$ cat src/rtl/spi_pkg.sv
// spi_pkg: shared widths, state encoding and default idle byte for the SPI slave
package spi_pkg;
  localparam int SPI_BYTE_W = 8;
  localparam int SPI_BIT_CNT_W = 3;
  localparam logic [SPI_BYTE_W-1:0] SPI_IDLE_BYTE = 8'hFF;
  typedef enum logic {ST_IDLE, ST_ACTIVE} spi_state_e;
endpackage

$ cat src/rtl/spi_sync_edge.sv
// spi_sync_edge: multi-flop synchronizer for SCLK plus auxiliary pins, with SCLK leading/trailing strobes
// Ports:
//   clk, rst          system clock, async active-high reset
//   sclk_i, inv_i     raw SPI clock and polarity (CPOL) used to normalize it
//   aux_i / aux_o     extra pins synchronized alongside SCLK (no edge detection)
//   lead_o, trail_o   one-cycle strobes on normalized 0->1 / 1->0 changes
module spi_sync_edge #(
  parameter int STAGES = 2,
  parameter int AUX_W = 1,
  parameter logic [AUX_W-1:0] AUX_INIT = '0
) (
  input  logic             clk,
  input  logic             rst,
  input  logic             sclk_i,
  input  logic             inv_i,
  input  logic [AUX_W-1:0] aux_i,
  output logic [AUX_W-1:0] aux_o,
  output logic             lead_o,
  output logic             trail_o
);
  logic [STAGES-1:0][AUX_W:0] sync_q;
  logic norm_d, norm_q, lead_q, trail_q;
  assign norm_d = sync_q[STAGES-1][0] ^ inv_i;
  always_ff @(posedge clk or posedge rst)
    if (rst) begin
      sync_q <= {STAGES{AUX_INIT, 1'b0}};
      norm_q <= 1'b0;
      lead_q <= 1'b0;
      trail_q <= 1'b0;
    end else begin
      sync_q <= {sync_q[STAGES-2:0], aux_i, sclk_i};
      norm_q <= norm_d;
      lead_q <= norm_d & ~norm_q;
      trail_q <= ~norm_d & norm_q;
    end
  assign aux_o = sync_q[STAGES-1][AUX_W:1];
  assign lead_o = lead_q;
  assign trail_o = trail_q;
endmodule

$ cat src/rtl/spi_slave.sv
// spi_slave: byte-oriented full-duplex MSB-first SPI slave oversampled on sys_clk
// Ports:
//   sys_clk, sys_rst                 system clock, async active-high reset
//   i_spi_clk, i_cs_n, i_mosi        SPI pins from the master (asynchronous)
//   i_clk_pol                        CPOL, changed only while CS is high
//   i_tx_vd, i_tx_parallel, o_tx_ready   single-entry transmit holding buffer handshake
//   o_miso, o_miso_oe                serial data and output enable toward the master
//   o_rx_parallel, o_rx_vd           last received byte and its one-cycle valid pulse
//   o_tx_underrun                    pulse when the idle byte was loaded for lack of data
//   o_bit_count                      bits received in the current byte
module spi_slave
  import spi_pkg::*;
#(
  parameter int SYNC_STAGES = 2,
  parameter logic [SPI_BYTE_W-1:0] IDLE_BYTE = SPI_IDLE_BYTE
) (
  input  logic                     sys_clk,
  input  logic                     sys_rst,
  input  logic                     i_spi_clk,
  input  logic                     i_cs_n,
  input  logic                     i_mosi,
  input  logic                     i_clk_pol,
  input  logic                     i_tx_vd,
  input  logic [SPI_BYTE_W-1:0]    i_tx_parallel,
  output logic                     o_tx_ready,
  output logic                     o_miso,
  output logic                     o_miso_oe,
  output logic [SPI_BYTE_W-1:0]    o_rx_parallel,
  output logic                     o_rx_vd,
  output logic                     o_tx_underrun,
  output logic [SPI_BIT_CNT_W-1:0] o_bit_count
);
  logic [1:0] aux_s;
  logic lead, trail, cs_s, mosi_s;
  spi_state_e state_q;
  logic [SPI_BYTE_W-1:0] buf_q, tx_sh_q, rx_sh_q, rx_par_q;
  logic [SPI_BIT_CNT_W-1:0] cnt_q;
  logic ready_q, miso_q, oe_q, rx_vd_q, under_q;
  // CS must come out of reset inactive, so its synchronizer resets to 1
  spi_sync_edge #(.STAGES(SYNC_STAGES), .AUX_W(2), .AUX_INIT(2'b01)) u_sync (
    .clk(sys_clk), .rst(sys_rst), .sclk_i(i_spi_clk), .inv_i(i_clk_pol),
    .aux_i({i_mosi, i_cs_n}), .aux_o(aux_s), .lead_o(lead), .trail_o(trail)
  );
  assign cs_s = aux_s[0];
  assign mosi_s = aux_s[1];
  // A write needs ready=1 and a byte-start consume needs ready=0, so the two
  // ready_q updates below never collide; the load never bypasses a same-cycle write.
  always_ff @(posedge sys_clk or posedge sys_rst)
    if (sys_rst) begin
      state_q <= ST_IDLE;
      buf_q <= '0;
      ready_q <= 1'b1;
      tx_sh_q <= '0;
      rx_sh_q <= '0;
      rx_par_q <= '0;
      cnt_q <= '0;
      miso_q <= 1'b0;
      oe_q <= 1'b0;
      rx_vd_q <= 1'b0;
      under_q <= 1'b0;
    end else begin
      rx_vd_q <= 1'b0;
      under_q <= 1'b0;
      if (i_tx_vd && ready_q) begin
        buf_q <= i_tx_parallel;
        ready_q <= 1'b0;
      end
      if (state_q == ST_IDLE) begin
        oe_q <= ~cs_s;
        miso_q <= 1'b0;
        cnt_q <= '0;
        if (!cs_s) state_q <= ST_ACTIVE;
      end else if (cs_s) begin
        state_q <= ST_IDLE;
        oe_q <= 1'b0;
        miso_q <= 1'b0;
        cnt_q <= '0;
      end else begin
        if (lead && cnt_q == '0) begin
          tx_sh_q <= ready_q ? IDLE_BYTE : buf_q;
          miso_q <= ready_q ? IDLE_BYTE[SPI_BYTE_W-1] : buf_q[SPI_BYTE_W-1];
          under_q <= ready_q;
          if (!ready_q) ready_q <= 1'b1;
        end else if (lead) begin
          tx_sh_q <= {tx_sh_q[SPI_BYTE_W-2:0], 1'b0};
          miso_q <= tx_sh_q[SPI_BYTE_W-2];
        end
        if (trail) begin
          rx_sh_q <= {rx_sh_q[SPI_BYTE_W-2:0], mosi_s};
          cnt_q <= cnt_q + 1'b1;
          if (cnt_q == '1) begin
            rx_par_q <= {rx_sh_q[SPI_BYTE_W-2:0], mosi_s};
            rx_vd_q <= 1'b1;
          end
        end
      end
    end
  assign o_tx_ready = ready_q;
  assign o_miso = miso_q;
  assign o_miso_oe = oe_q;
  assign o_rx_parallel = rx_par_q;
  assign o_rx_vd = rx_vd_q;
  assign o_tx_underrun = under_q;
  assign o_bit_count = cnt_q;
endmodule

$ cat config.mk
export PLATFORM = sky130hd
export DESIGN_NAME = spi_slave
export DESIGN_NICKNAME = d
export VERILOG_FILES = /design/src/rtl/spi_pkg.sv /design/src/rtl/spi_sync_edge.sv /design/src/rtl/spi_slave.sv
export SDC_FILE = /design/constraint.sdc
export NUM_CORES = 1
export LEC_CHECK = 0
export ABC_AREA = 0
export CORE_ASPECT_RATIO = 0.7
export CORE_MARGIN = 2
export CORE_UTILIZATION = 45
export DETAILED_ROUTE_END_ITERATION = 8
export DONT_BUFFER_PORTS = 1
export GPL_TIMING_DRIVEN = 0
export MAX_ROUTING_LAYER = met4
export PLACE_DENSITY = 0.62
export SLEW_MARGIN = 25
export SYNTH_ARGS = -nofsm -noshare
export SYNTH_HDL_FRONTEND = slang
export SYNTH_SLANG_ARGS = --single-unit
export TNS_END_PERCENT = 100
$ cat constraint.sdc
create_clock -name sys_clk -period 2.5 [get_ports sys_clk]
set_input_delay 0.125 -clock sys_clk [delete_from_list [all_inputs] [get_ports sys_clk]]
set_output_delay 0.125 -clock sys_clk [all_outputs]
set_load 0.1 [all_outputs]
==> results.yml, run 1 <==
clock_network:
  cts_made_buffers: 5
  clkSinkCount: 48
  root_buffer: "clkbuf_8"
  cts_tree: "yes"
  ctsResizeCount: 0
  cts_setup_buffers: 0
  hold_buffers: 14
  clockBufferDepth: 2
  cts.htree.levels: 2
  path_clk_slew_ps: 90
  insertion_delay_ps: 290
floorplanning:
  core.rowCount: 19
  dieArea_sq_um: 4700
  num_io_pins: 31
  die_h_microns: 57.9
  core-area_sq_um: 3950
  start_util_pct: 47.4
  dieWidth_microns: 81.1
logic_synthesis:
  synth_nets: 157
  synthCells: 139
  synth.avg_cell_area_sq_um: 13.5
  synth_top_area_cell: "dfrtp_1"
  synthArstFlopShare_pct: 100
  synthTopCellsByArea: "dfrtp_1, mux2_2, dfstp_2"
  ys_types: 27
  syn-cell-area_sq_um: 1870
  ys_warn_count: 0
  ys.flop_type: "dfrtp_1"
  netlist.area_leader.share_pct: 60.2
  synth_edf_count: 0
  seq_area_frac_synth_pct: 64.4
  synth_seq_cells: 48
setup_path:
  crit_path_top_delay_cell: "dfrtp_1"
  crit_chain: "inv_1, ha_1, nand2b_1, clkbuf_1, nor3_1, o31ai_1"
  cpPeakStageDelay_ps: 1000
  critPathMaxFanout: 8
  worstPathArrival_ps: 2320
  critPathCaptureType: "register"
  path_class: "reg -> reg"
  required_ps: 2700
  start_kind: "register"
place:
  gpl.final_weighted_congestion: 0.790
  hpwl_microns: 2220
  dp_cells: 192
  port_buffers: 0
route:
  post_drt_via_cell_ratio: 4.95
  num_vias: 1060
  routed_wl_microns: 3090
  post_drt_wl_per_cell_microns: 14.4
  drt-initial-drc-count: 56
  ant_nets: 0
  drtPass1Iterations: 4
  drc_errors: 0
power_and_ir_drop:
  p_leak_nw: 1.05
  pwr_density_cell_nw_per_um2: 851
  finalPower_w: 0.00188
  ir_drop_uv: 463
global_route:
  grt_pass1_vias: 1016
  grtUsageTotal_pct: 15.5
  grt_pass1_wl_microns: 5180
  antenna_found_initial: 0
  grt_max_degree: 33
  overflow: 0
layout:
  layout-drive-gt1-share_pct: 26.5
  fin_nets: 179
  fin_util_pct: 56.0
  fin_cells: 214
  area_growth_pct: 18.2
  n_antenna_cell: 0
  filler_cell_count: 331
flow_run:
  max_cap_violations: 0
timing:
  fin_crit_ps: 2130
  period_share_pct: 85.0
  fin_setup_tns_ps: 0
  setup_viol: 0
  finalHoldViolCount: 0
  finalClockSkew_ps: 4.83
  fmax_ghz: 0.471
  worst_slew_pin_slew_ps: 1020
  grt_setup_unrepaired: "no"
  relSlewSlack_pct: 32.0
  maxSlewViolCount: 0
worst_hold_path:
  holdCritPathClass: "in -> async"
run_status:
  outcome: "finished clean"
==> cell type report <==
cell class	instances	area (sq um)	share of cell area [%]
sequential	48	1200	54.5
multi-input combinational	78	604	27.3
timing repair buffer	15	160	7.24
clock buffer	5	68.8	3.11
tap	52	65.1	2.94
clock inverter	3	46.3	2.09
buffer	5	31.3	1.41
inverter	8	30.0	1.36
==> synth_stat cells (all sizes together), types with 2 or more instances <==
cell type and instances:
dfrtp 45, mux2 23, nand2 10, nor2 10, inv 8, nor3 7, o31ai 6, o21ai 5
buf 4, dfstp 3, ha 3, a21oi 2, mux2i 2, nor2b 2, xnor2 2
==> power breakdown <==
part / switching, W / internal (W)
logic: 0.000111 / 0.000146
registers: 0.000129 / 0.000931
clock network: 0.000264 / 0.000301
==> layout by cell type, fill, tap and decap left out, types with 2 or more instances in the layout <==
cell,n
a21oi_1,2
clkbuf_8,5
dfrtp_1,45
dfstp_2,3
dlygate4sd3_1,14
ha_1,3
inv_1,7
mux2_2,23
mux2i_1,2
nand2_1,9
nor2_1,10
nor3_1,7
o21ai_0,5
o31ai_1,6
xnor2_1,2
==> registers in the layout (all words and copies together), names as in the netlist <==
register	flops
rx_sh_q	7
buf_q	8
o_miso_oe	1
u_sync.aux_o	2
o_bit_count	3
tx_sh_q	7
u_sync.norm_q	1
state_q	1
o_rx_vd	1
o_tx_ready	1
u_sync.sync_q	4
o_miso	1
o_rx_parallel	8
u_sync.lead_o	1
u_sync.trail_o	1
o_tx_underrun	1
==> worst max-delay path: cells and delay by family, from the launching register on <==
kind	cells	cell delay, ps
flip-flops	1	1000
buffers and inverters	2	370
adder cells (fa/ha/maj)	1	260
AO/OA/AOI/OAI	1	230
AND/OR/NAND/NOR	2	160
==> path summary, 6_finish.rpt <==
kind | startpoint | to | slack [ps] | cells after the start
max reg2reg | o_bit_count[0]$_DFFE_PP0P_ | tx_sh_q[4]$_DFFE_PP0P_ | 370 | 6
min reg2reg | u_sync.sync_q[2]$_DFF_PP0_ | u_sync.aux_o[1]$_DFF_PP0_ | 360 | 0
min in group sys_clk | i_tx_vd | buf_q[7]$_DFFE_PP0P_ | 310 | 2
min | sys_rst | buf_q[4]$_DFFE_PP0P_ | 260 | 2
max in group asynchronous | sys_rst | u_sync.aux_o[0]$_DFF_PP1_ | 1690 | 3
max | o_bit_count[0]$_DFFE_PP0P_ | tx_sh_q[4]$_DFFE_PP0P_ | 370 | 6
==> layer usage <==
| layer | track usage (%) | routed length, microns |
|---|---|---|
| met1 | 21.8 | 1510 |
| met4 | 4.36 | 6 |
| met3 | 5.45 | 152 |
| met5 | - | 0 |
| met2 | 21.4 | 1420 |
==> cells by family (layout without fill, tap and decap cells) <==
kind of cell | count (synthesis) | count (layout) | share of synthesized area (%)
flip-flops | 48 | 48 | 64.4
AND/OR/NAND/NOR | 35 | 35 | 10.2
multiplexers | 25 | 25 | 14.9
buffers and inverters | 13 | 36 | 3.28
adder cells (fa/ha/maj) | 3 | 3 | 2.01
AO/OA/AOI/OAI | 13 | 13 | 4.28
XOR/XNOR | 2 | 2 | 0.937
==> through the flow <==
step	hold WS (ps)	instance area (sq um)	setup WS, ps
finish	260	2210	375
global route	270	2210	244
CTS	261	2210	355
detailed placement	14.8	1960	377
global placement	130	1940	387
floorplan	129	1870	556
Note: power is estimated with default switching activity, not from simulation.
==> inputs of run 2 (changes only) <==
Settings changed: CORE_UTILIZATION 45 to 36, PLACE_DENSITY 0.62 to 0.52.
==> results.yml, run 2 (synthesized netlist as in run 1, its figures left out) <==
power_and_ir_drop:
  p_int_w: 0.00127
  ir_drop_uv: 324
  p_comb_share_pct: 14.4
  pwr_density_cell_nw_per_um2: 799
  netSwitchingFraction_pct: 27.8
  p_sw_w: 0.000490
  seqPwrFrac_pct: 60.0
  p_clk_share_pct: 25.6
  p_leak_nw: 1.04
timing:
  fin_setup_tns_ps: 0
  worst_slew_pin_slew_ps: 1000
  maxSlewViolCount: 0
  relSlewSlack_pct: 33.3
  grt_setup_unrepaired: "no"
  setup_viol: 0
  finalClockSkew_ps: 10.1
  period_share_pct: 83.9
  setup_slack_ps: 401
  fin_hold_ws_ps: 279
  fin_crit_ps: 2100
  fmax_ghz: 0.477
  finalHoldViolCount: 0
route:
  drtPass1Iterations: 4
  post_drt_wl_per_cell_microns: 13.8
  drt-initial-drc-count: 29
  wl_met3_microns: 226
  num_vias: 1070
  wl_met2_microns: 1350
  routed.top_layer: "met4"
  post_drt_via_cell_ratio: 4.63
  routed_wl_microns: 3180
  drc_errors: 0
  ant_nets: 0
  wl_met1_microns: 1560
clock_network:
  insertion_delay_ps: 300
  clkSinkCount: 48
  clockBufferDepth: 2
  ctsResizeCount: 0
  root_buffer: "clkbuf_8"
  cts.htree.levels: 2
  cts_tree: "yes"
  path_clk_slew_ps: 90
  cts_made_buffers: 5
setup_path:
  reg2reg_from: "o_bit_count[0]$_DFFE_PP0P_"
  worst-path-stages: 6
  cpPeakStageDelay_ps: 990
  crit_path_top_delay_cell: "dfrtp_1"
  critPathCaptureType: "register"
  path_class: "reg -> reg"
  required_ps: 2710
  cp_num_buf_inv: 2
  start_kind: "register"
  critPathMaxFanout: 8
  crit_chain: "inv_1, ha_1, nand2b_1, clkbuf_1, nor3_1, o31ai_1"
  worst_r2r_path_depth: 6
  worstPathArrival_ps: 2300
  r2r_setup_slack_ps: 400
  cpLargestDelayFamily: "flip-flops"
  reg2reg_to: "tx_sh_q[6]$_DFFE_PP0P_"
global_route:
  grt_max_degree: 29
  grtUsageTotal_pct: 12.7
  antenna_found_initial: 0
  grt_pass1_wl_microns: 5530
  overflow: 0
  grt_pass1_vias: 1155
place:
  gpl.final_weighted_congestion: 0.696
  dp_cells: 209
  port_buffers: 0
  hpwl_microns: 2250
  postPlaceCellArea_sq_um: 1980
  post-place-ws_ps: 388
floorplanning:
  dieWidth_microns: 90.2
  die_h_microns: 64.3
  num_io_pins: 31
  dieArea_sq_um: 5800
  core-area_sq_um: 4890
  core.rowCount: 21
  start_util_pct: 38.3
layout:
  layout_common_cells: "dfrtp_1, mux2_2, dlygate4sd3_1, nor2_1, nand2_1"
  final_common_cell: "dfrtp_1"
  n_antenna_cell: 0
  area_growth_pct: 17.9
  fin_nets: 179
  fin_cells: 231
  layout-drive-gt1-share_pct: 26.5
  finalInstanceArea_sq_um: 2200
run_status:
  outcome: "finished clean"
flow_run:
  max_cap_violations: 0
worst_hold_path:
  holdCritPathClass: "in -> async"
[run 2: cell types whose count changed in the layout (fill, tap and decap cells not counted), sizes merged]
cell      previous run  this run
bufinv               1         0
clkinv               0         3
inv                  9         8
clkinvlp             1         0
[run 2: worst max path at each step]
stage / start / endpoint / slack, ps
4_1_cts: o_bit_count[0]$_DFFE_PP0P_ / o_miso$_DFFE_PP0P_ / 370
5_1_grt: o_bit_count[0]$_DFFE_PP0P_ / tx_sh_q[2]$_DFFE_PP0P_ / 190
3_5_place_dp: o_bit_count[0]$_DFFE_PP0P_ / tx_sh_q[2]$_DFFE_PP0P_ / 390
3_3_place_gp: o_bit_count[0]$_DFFE_PP0P_ / o_miso$_DFFE_PP0P_ / 390
2_1_floorplan: o_bit_count[0]$_DFFE_PP0P_ / o_miso$_DFFE_PP0P_ / 560
6_report: o_bit_count[0]$_DFFE_PP0P_ / tx_sh_q[6]$_DFFE_PP0P_ / 400
[run 2: worst register-to-register path: cells and delay by family, from the launching register on]
kind,cells,cell delay [ps]
fa+ha+maj,1,260
simple gates,2,170
flops,1,990
compound gates,1,210
buf+inv,2,400
[run 2: routing by layer]
layer | vias up | global-route usage [%]
met2 | 28 | 18.8
met5 | - | -
met1 | 523 | 16.3
met3 | 6 | 4.60
li1 | 513 | -
met4 | 0 | 4.62
[run 2: cell type report]
class	instances	area (sq um)
buffer	5	31.3
clock buffer	5	68.8
clock inverter	3	18.8
fill	475	2680
inverter	8	30.0
multi-input combinational	78	604
sequential	48	1200
tap	69	86.3
timing repair buffer	15	160
[run 2: through the flow]
step | util, % | power, W
floorplan | - | 0.00124
global placement | 40.0 | 0.00129
detailed placement | 40.5 | 0.00132
CTS | 45.1 | 0.00179
global route | 45.1 | 0.00187
finish | 45.1 | 0.00176
[run 2: repair_timing]
item	CTS	global route
endpoints found under the hold margin	32	0
hold buffers	14	0
buffers inserted	0	0
endpoints found under the setup margin	0	0
[run 2: power groups by stage]
stage	registers (W)	logic, W	clock network (W)
after floorplan	0.00104	0.000203	0
after global placement	0.00107	0.000225	0
after detailed placement	0.00108	0.000240	0
after CTS	0.00106	0.000260	0.000469
after global routing	0.00108	0.000289	0.000503
final	0.00106	0.000254	0.000451
